==> src/rtl/cpu_stage_seq.sv <==
// cpu_stage_seq: stage sequencer with auto/manual stepping, PC breakpoint and retired-instruction counter
module cpu_stage_seq #(
    parameter int NUM_STAGES = 5,
    parameter int STAGE_W    = 3,
    parameter int ADDR_W     = 8,
    parameter int AUTO_DIV   = 1,
    parameter int CNT_W      = 16
) (
    input  logic              clk,
    input  logic              rst,
    input  logic              isAuto,
    input  logic              nextStage,
    input  logic              bpEn,
    input  logic [ADDR_W-1:0] bpAddr,
    input  logic [ADDR_W-1:0] pcAddr,
    output logic [STAGE_W-1:0] stage,
    output logic              stageEn,
    output logic              instrDone,
    output logic              halted,
    output logic [CNT_W-1:0]  instrCount
);
    localparam int DIV_W = AUTO_DIV > 1 ? $clog2(AUTO_DIV) : 1;
    localparam logic [STAGE_W-1:0] LAST = STAGE_W'(NUM_STAGES - 1);
    localparam logic [DIV_W-1:0] DIV_LAST = DIV_W'(AUTO_DIV - 1);
    typedef enum logic [1:0] {RUN, STEP, BRK} state_t;
    state_t state;
    logic [DIV_W-1:0] div;
    logic next_prev, step_edge, wrap, adv, bp_hit;
    always_comb begin
        step_edge = nextStage & ~next_prev;
        wrap = stage == LAST;
        adv = state == RUN ? (isAuto && div == DIV_LAST) : (state == STEP && !isAuto && step_edge);
        bp_hit = state == RUN && adv && wrap && bpEn && pcAddr == bpAddr;
    end
    always_ff @(posedge clk) begin
        if (rst) begin
            state <= isAuto ? RUN : STEP;
            stage <= '0;
            div <= '0;
            stageEn <= 1'b0;
            instrDone <= 1'b0;
            halted <= 1'b0;
            instrCount <= '0;
            next_prev <= 1'b1;
        end else begin
            next_prev <= nextStage;
            stageEn <= adv;
            instrDone <= adv && wrap;
            if (adv) stage <= wrap ? '0 : stage + 1'b1;
            if (adv && wrap && !(&instrCount)) instrCount <= instrCount + 1'b1;
            case (state)
                RUN: begin
                    div <= (!isAuto || adv) ? '0 : div + 1'b1;
                    state <= !isAuto ? STEP : bp_hit ? BRK : RUN;
                    halted <= bp_hit;
                end
                STEP: if (isAuto) begin
                    state <= RUN;
                    div <= '0;
                end
                // leaving BRK: a mode drop wins over a resume request
                BRK: if (!isAuto || step_edge) begin
                    state <= isAuto ? RUN : STEP;
                    div <= '0;
                    halted <= 1'b0;
                end
                default: state <= isAuto ? RUN : STEP;
            endcase
        end
    end
endmodule

==> config.mk <==
export PLATFORM = sky130hd
export DESIGN_NAME = cpu_stage_seq
export DESIGN_NICKNAME = d
export VERILOG_FILES = /design/src/rtl/cpu_stage_seq.sv
export SDC_FILE = /design/constraint.sdc
export NUM_CORES = 1
export LEC_CHECK = 0
export ABC_CLOCK_PERIOD_IN_PS = 1800
export BUFFER_PORTS_ARGS = -buffer_cell sky130_fd_sc_hd__buf_2
export CELL_PAD_IN_SITES_DETAIL_PLACEMENT = 0
export CELL_PAD_IN_SITES_GLOBAL_PLACEMENT = 1
export CORE_AREA = 2 2 71 73
export DETAILED_ROUTE_END_ITERATION = 7
export DIE_AREA = 0 0 73 75
export HOLD_SLACK_MARGIN = 0.15
export PLACE_DENSITY_LB_ADDON = 0.25
export SLEW_MARGIN = 20
export SYNTH_ARGS = -nofsm -noshare
export SYNTH_HDL_FRONTEND = slang
export SYNTH_SLANG_ARGS = --single-unit
==> constraint.sdc <==
create_clock -name clk -period 1.8 [get_ports clk]
set_input_delay 0.36 -clock clk [delete_from_list [all_inputs] [get_ports clk]]
set_output_delay 0.36 -clock clk [all_outputs]
set_load 0.03 [all_outputs]
==> results of run 1 <==
sequential cells by signal, summed over array words and instances, names as in the netlist:
name,flops
instrCount,16
stage,3
state,2
halted,1
div,1
stageEn,1
instrDone,1
next_prev,1
report_power, final:
part,switching [mW],leakage (nW),total [mW],internal (mW)
Combinational,0.0984,0.666,0.208,0.109
Sequential,0.00659,0.222,0.597,0.591
Clock,0.192,0.0357,0.490,0.298
layer usage:
metal / vias up / GRT usage (%) / part of all wire (%)
met4: 0 / 4.32 / 1.1
li1: 802 / - / -
met1: 747 / 19.8 / 48
met5: - / 0 / 0
met2: 21 / 26.7 / 48
met3: 5 / 2.28 / 2.5
synth_stat cells, drive strengths merged, types with 2 or more instances:
cell type and n:
o31ai 8, nand4 6, nand2 10, nand2b 2
inv 6, or4 7, nor2b 6, a21oi 14
nor2 12, or3 3, or2 2, a31oi 3
nand3 6, and2 2, o21ai 4, edfxtp 2
a311oi 3, mux2 4, nor3 2, xnor2 8
buf 2, and3 2, and4 2, clkbuf 6
nor3b 4, nor4 6, ha 7, nand3b 4
dfxtp 24
timing repair:
action	in CTS	in global routing
gates cloned	0	0
gates resized for setup	14	9
setup endpoints to repair	13	21
buffers inserted	1	2
pin swaps	4	4
worst max-delay path: stages (launching register included):
cell and delay, ns:
edfxtp_1 0.41, inv_2 0.11, ha_4 0.17, and3b_2 0.23, a22oi_2 0.10, buf_6 0.16, or4_4 0.48, a21oi_2 0.13
worst max-delay path by stage:
stage | endpoint | cells after the start | startpoint
after floorplan | instrCount[5]$_SDFFE_PP0P_ | 7 | instrCount[1]$_SDFFE_PP0P_
after global placement | instrCount[11]$_SDFFE_PP0P_ | 7 | state[1]$_SDFFCE_PP0P_
after detailed placement | instrCount[13]$_SDFFE_PP0P_ | 7 | state[1]$_SDFFCE_PP0P_
after CTS | instrCount[14]$_SDFFE_PP0P_ | 6 | state[1]$_SDFFCE_PP0P_
after global routing | instrCount[2]$_SDFFE_PP0P_ | 7 | state[1]$_SDFFCE_PP0P_
final | instrCount[2]$_SDFFE_PP0P_ | 7 | state[1]$_SDFFCE_PP0P_
cell usage in the layout, fill, tap and decap left out, types with 3 or more instances in the layout:
cell      netlist  layout
a21oi_1        14      12
nand3_1         6       6
nor2b_1         6       6
nor2_1         12      12
buf_4           0      27
clkbuf_8        0       3
ha_1            7       4
nand3b_1        4       4
a311oi_1        3       3
inv_1           6       4
dfxtp_1        24      13
xnor2_1         8       8
nand2_1        10      10
o31ai_1         8       8
nand4_1         5       5
buf_2           2      42
a31oi_1         3       3
mux2_2          4       3
o21ai_0         4       4
ha_4            0       3
or4_1           7       6
dfxtp_2         0       9
final cells by class:
cell class	count	area share, %
multi-input cells	138	48.4
flip-flops and latches	26	25.0
repair buffers	71	19.4
well taps	54	3.02
clock buffers	3	1.84
clock inverters	1	1.34
inverters	6	1.01
stage by stage:
stage | setup slack (ns) | power [mW] | utilization [%]
6_report | -0.0486 | 1.29 | 48.1
5_1_grt | -0.118 | 1.36 | 48.1
4_1_cts | -0.0223 | 1.30 | 46.9
3_5_place_dp | -0.137 | 0.789 | 43.7
3_3_place_gp | -0.0584 | 0.788 | 43.7
2_1_floorplan | -0.0692 | 0.708 | -
logic make-up (layout without fill, tap and decap cells):
logic type | Yosys count | in the layout | share of synthesized area [%]
compound gates | 38 | 38 | 15.8
xor+xnor | 8 | 8 | 4.55
fa+ha+maj | 7 | 7 | 5.68
buf+inv | 14 | 81 | 3.57
flops | 26 | 26 | 35.1
mux | 5 | 5 | 3.57
simple gates | 80 | 80 | 31.7
==> results.txt, run 1 <==
----------------------------------------------------
[Cells and area]
  Antenna cell count ... 0
  Share of final-layout standard cells stronger than drive strength 1 ... 46.9%
  Area growth, synth to finish ... 45.4%
  Layout net count ... 274
  Number of inserted filler cells in the final layout ... 459
  Area of combinational cells with multiple inputs ... 1080 µm²
  Fin cells ... 299
  Area taken by flip-flops and latches ... 559 µm²
  Fin area ... 2240 µm²

[Clocking]
  Longest Clk Path Bufs ... 2
  Sinks on the clock net ... 26
  Clock Latency Late Sink ... 0.27 ns
  Clock slew at the register clock pins of the worst setup and hold paths ... 0.09 ns
  TritonCTS clock tree ... yes
  Buffer type at the clock tree root ... clkbuf_8
  H-tree Lvls ... 1
  Hold-fix buffers, CTS ... 0
  Number of buffers inserted during clock tree synthesis ... 3

[Detailed routing]
  Final ANT Viol Nets ... 0
  WL/cell ... 13.0 µm
  Number of iterations in the first detailed-routing pass ... 4
  Count of vias placed by the detailed router ... 1575
  Average via count per standard cell ... 5.27
  Number of DRC markers after the initial detailed-route iteration ... 30
  Total Wirelength ... 3900 µm
  # DRC ... 0

[GRT]
  Largest net degree at the start of global routing ... 22
  Global-route wire length before repair ... 6650 µm
  Global router's overall resource usage ... 15.4%
  Initial antenna violation count ... 0
  Global-route congestion overflow total ... 0
  Via count of the first global-routing pass ... 1493

[Logic synthesis]
  Primary flip-flop cell chosen by synthesis mapping ... dfxtp_1
  Top-area cell type share of the netlist area ... 31.2%
  Post-synth EDFFs ... 2
  Summed instance area of the synthesized netlist ... 1540 µm²
  Leading cell types by total area after synthesis ... dfxtp_1 31%, ha_1 5.7%, a21oi_1 4.5%
  Async set or reset register ratio after synthesis ... 0%
  Mean instance size in the synthesized netlist ... 8.66 µm²
  Net Count, Synth ... 206
  Synth Instances ... 178
  Largest area contributor in the synthesized netlist ... dfxtp_1
  Number of distinct library cells after synthesis ... 43
  Number of synthesized register bits ... 26
  Synthesis Warnings ... 0
  Sequential share of the synthesized area ... 35.1%

[Floorplan]
  Die footprint ... 5480 µm²
  I/O pin cnt ... 43
  Die X ... 73 µm
  Initial core utilization ... 33.1%
  Area of the placeable core ... 4660 µm²
  Site Rows ... 25
  Y dimension of the die ... 75 µm

[Timing]
  Worst Tran Pin Value ... 0.399 ns
  Normalized max-slew margin ... 73.1%
  Total count of hold-check failures in the final report ... 0
  Highest clock rate ... 541 MHz
  Post-route clock skew ... 0.00454 ns
  Unrepaired setup endpoints after global routing ... yes
  Final Cycle Share ... 103%
  Final setup vio count ... 1
  Post-route minimum period ... 1.85 ns
  Final-layout worst hold slack ... 0.294 ns
  Max-slew violation count ... 0
  Final TNS setup ... -0.0486 ns
  Final worst-path setup slack ... -0.0486 ns

[Status]
  Result of the run ... finished with violations
  Failing checks ... negative setup slack

[Pwr]
  Leak Pwr ... 0.924 nW
  Worst IR drop on VDD ... 0.270 mV
  Power density over cell area ... 578 nW/µm²

[Critical path]
  Capture instance of the worst register-to-register path ... instrCount[2]$_SDFFE_PP0P_
  R2R setup slack ... -0.05 ns
  Worst r2r path cells ... 7
  Critical path class ... register to register
  Reg-to-reg critical path startpoint ... state[1]$_SDFFCE_PP0P_
  Data arrival time of the critical path ... 2.06 ns
  Largest driver fanout on the critical path ... 15
  Critical path data required time ... 2.01 ns
  Type of element capturing the critical path ... register
  Type of origin of the critical path ... register

[Place]
  Placement Cell Area ... 2040 µm²
  Dpl cells ... 292
  I/O Buffers ... 42
  Weighted congestion reported at the end of routability-driven placement ... 0.714
  Half-perimeter wire length after detailed placement ... 2920 µm

[Worst hold path]
  Worst hold-check path type ... primary input to register
  Hold depth ... 2
  WHS Endpoint ... next_prev$_SDFF_PP1_
  Startpoint of the most critical hold path ... nextStage

[Run]
  Number of max-cap violations ... 0

----------------------------------------------------
Power figures use the tool's default switching activity.
==> run 2: changes to the inputs <==
--- a/config.mk
+++ b/config.mk
@@ -5,13 +5,13 @@
 export SDC_FILE = /design/constraint.sdc
 export NUM_CORES = 1
 export LEC_CHECK = 0
-export ABC_CLOCK_PERIOD_IN_PS = 1800
+export ABC_CLOCK_PERIOD_IN_PS = 1820
 export BUFFER_PORTS_ARGS = -buffer_cell sky130_fd_sc_hd__buf_2
 export CELL_PAD_IN_SITES_DETAIL_PLACEMENT = 0
 export CELL_PAD_IN_SITES_GLOBAL_PLACEMENT = 1
-export CORE_AREA = 2 2 71 73
+export CORE_AREA = 2 2 67 69
 export DETAILED_ROUTE_END_ITERATION = 7
-export DIE_AREA = 0 0 73 75
+export DIE_AREA = 0 0 69 71
 export HOLD_SLACK_MARGIN = 0.15
 export PLACE_DENSITY_LB_ADDON = 0.25
 export SLEW_MARGIN = 20
==> constraint.sdc (replaced) <==
create_clock -name clk -period 1.82 [get_ports clk]
set_input_delay 0.364 -clock clk [delete_from_list [all_inputs] [get_ports clk]]
set_output_delay 0.364 -clock clk [all_outputs]
set_load 0.03 [all_outputs]
==> run 2 against run 1 <==
The flow still finishes with violations (negative setup slack). Via count increased by 1.8%. Utilization rose by 5.8 points. Sequential cell count did not move. Setup slack improved by 0.0092 ns. Design area up 1.2%. First-iteration DRC count is 63% higher. Critical endpoint unchanged. Highest routed layer unchanged.
==> results.txt, run 2 (same netlist as run 1, synthesis figures left out) <==
----------------------------------------------------
[GRT]
  Global-route wire length before repair ... 7210 µm
  Global router's overall resource usage ... 17.9%
  Largest net degree at the start of global routing ... 24
  Global-route congestion overflow total ... 0
  Initial antenna violation count ... 0
  Via count of the first global-routing pass ... 1607

[Critical path]
  Type of origin of the critical path ... register
  Worst r2r path cells ... 7
  Capture instance of the worst register-to-register path ... instrCount[2]$_SDFFE_PP0P_
  Largest driver fanout on the critical path ... 8
  Critical path class ... register to register
  Data arrival time of the critical path ... 2.07 ns
  R2R setup slack ... -0.04 ns
  Critical path data required time ... 2.03 ns
  Reg-to-reg critical path startpoint ... state[0]$_DFFE_PP_
  Type of element capturing the critical path ... register

[Detailed routing]
  Number of DRC markers after the initial detailed-route iteration ... 49
  Final ANT Viol Nets ... 0
  WL/cell ... 14.4 µm
  Count of vias placed by the detailed router ... 1603
  Average via count per standard cell ... 5.40
  Total Wirelength ... 4270 µm
  # DRC ... 0
  Number of iterations in the first detailed-routing pass ... 4

[Clocking]
  Clock slew at the register clock pins of the worst setup and hold paths ... 0.09 ns
  TritonCTS clock tree ... yes
  Hold-fix buffers, CTS ... 0
  Buffer type at the clock tree root ... clkbuf_8
  H-tree Lvls ... 1
  Number of buffers inserted during clock tree synthesis ... 3
  Sinks on the clock net ... 26
  Longest Clk Path Bufs ... 2
  Clock Latency Late Sink ... 0.27 ns

[Worst hold path]
  Hold depth ... 2
  Startpoint of the most critical hold path ... nextStage
  Worst hold-check path type ... primary input to register
  WHS Endpoint ... next_prev$_SDFF_PP1_

[Cells and area]
  Layout net count ... 274
  Number of inserted filler cells in the final layout ... 419
  Commonest non-fill, non-tap cells in the layout ... 42 x buf_2, 28 x buf_4, 13 x dfxtp_1
  Share of final-layout standard cells stronger than drive strength 1 ... 49.8%
  Area of combinational cells with multiple inputs ... 1120 µm²
  Most common cell after layout, fill and taps aside ... buf_2
  Antenna cell count ... 0
  Fin util ... 53.9%
  Fin cells ... 297
  Flip-flop count of the largest register after layout ... 16
  Top Registers ... instrCount x16, stage x3, state x2
  Area growth, synth to finish ... 47.1%
  Register ranked first by flip-flop count ... instrCount
  Fin area ... 2270 µm²
  Area taken by flip-flops and latches ... 559 µm²

[Floorplan]
  Die footprint ... 4900 µm²
  Site Rows ... 24
  I/O pin cnt ... 43
  Area of the placeable core ... 4200 µm²
  Die X ... 69 µm
  Initial core utilization ... 36.7%
  Y dimension of the die ... 71 µm

[Timing]
  Total count of hold-check failures in the final report ... 0
  Post-route clock skew ... 0.00164 ns
  Final Cycle Share ... 102%
  Unrepaired setup endpoints after global routing ... yes
  Final worst-path setup slack ... -0.0394 ns
  Max-slew violation count ... 0
  Highest clock rate ... 538 MHz
  Worst Tran Pin Value ... 0.448 ns
  Final-layout worst hold slack ... 0.305 ns
  Normalized max-slew margin ... 69.8%
  Post-route minimum period ... 1.86 ns
  Final setup vio count ... 5

[Place]
  Placement Cell Area ... 1990 µm²
  I/O Buffers ... 42
  Dpl cells ... 284
  Half-perimeter wire length after detailed placement ... 2990 µm
  DP Worst Slack ... -0.156 ns
  Weighted congestion reported at the end of routability-driven placement ... 0.808

[Pwr]
  Power density over cell area ... 569 nW/µm²
  Leak Pwr ... 0.925 nW
  Worst IR drop on VDD ... 0.270 mV

[Status]
  Result of the run ... finished with violations
  Failing checks ... negative setup slack

[Run]
  Number of max-cap violations ... 0

----------------------------------------------------
==> run 2: area by class of cell <==
cell class,instances,share of cell area [%]
clock buffers,3,1.82
clock inverters,1,1.32
inverters,6,0.993
multi-input cells,138,49.3
flip-flops and latches,26,24.7
well taps,52,2.87
repair buffers,71,19.0
==> run 2: metrics by stage <==
stage	setup TNS, ns	total power [mW]
after floorplan	-0.0829	0.700
after global placement	-0.218	0.770
after detailed placement	-0.877	0.777
after CTS	-0.0290	1.29
after global routing	-1.19	1.35
final	-0.0971	1.29
==> run 2: layer usage <==
metal / up-vias / track usage, % / wire (µm)
li1: 800 / - / -
met2: 38 / 32.3 / 2240
met5: - / 0 / 0
met3: 4 / 2.28 / 165
met1: 761 / 22.0 / 1810
met4: 0 / 6.32 / 48
==> run 2: critical path, cell delays in order (launching register included) <==
cell	delay, ns
edfxtp_1	0.44
inv_2	0.10
ha_4	0.16
and3b_2	0.20
a22oi_2	0.10
buf_6	0.16
or4_4	0.48
a21oi_2	0.14
==> run 2: report_power, final <==
part | internal, mW | total [mW] | switching (mW)
sequential | 0.584 | 0.592 | 0.00741
clock | 0.295 | 0.487 | 0.192
combinational | 0.110 | 0.212 | 0.101
total | 0.989 | 1.29 | 0.301
==> run 2: worst max path at each step <==
stage,start,end,slack (ns),cells past startpoint
2_1_floorplan,instrCount[1]$_SDFFE_PP0P_,instrCount[5]$_SDFFE_PP0P_,-0.05,7
3_3_place_gp,state[1]$_SDFFCE_PP0P_,instrCount[13]$_SDFFE_PP0P_,-0.07,7
3_5_place_dp,state[1]$_SDFFCE_PP0P_,instrCount[11]$_SDFFE_PP0P_,-0.16,7
4_1_cts,state[1]$_SDFFCE_PP0P_,instrCount[10]$_SDFFE_PP0P_,-0.01,6
5_1_grt,state[0]$_DFFE_PP_,instrCount[2]$_SDFFE_PP0P_,-0.12,7
6_report,state[0]$_DFFE_PP_,instrCount[2]$_SDFFE_PP0P_,-0.04,7
==> run 2: repair_timing <==
item,4_1_cts,5_1_grt
pin swaps,6,8
resized for setup,15,20
buffers inserted,5,3
endpoints found under the setup margin,12,21
gates cloned,1,0
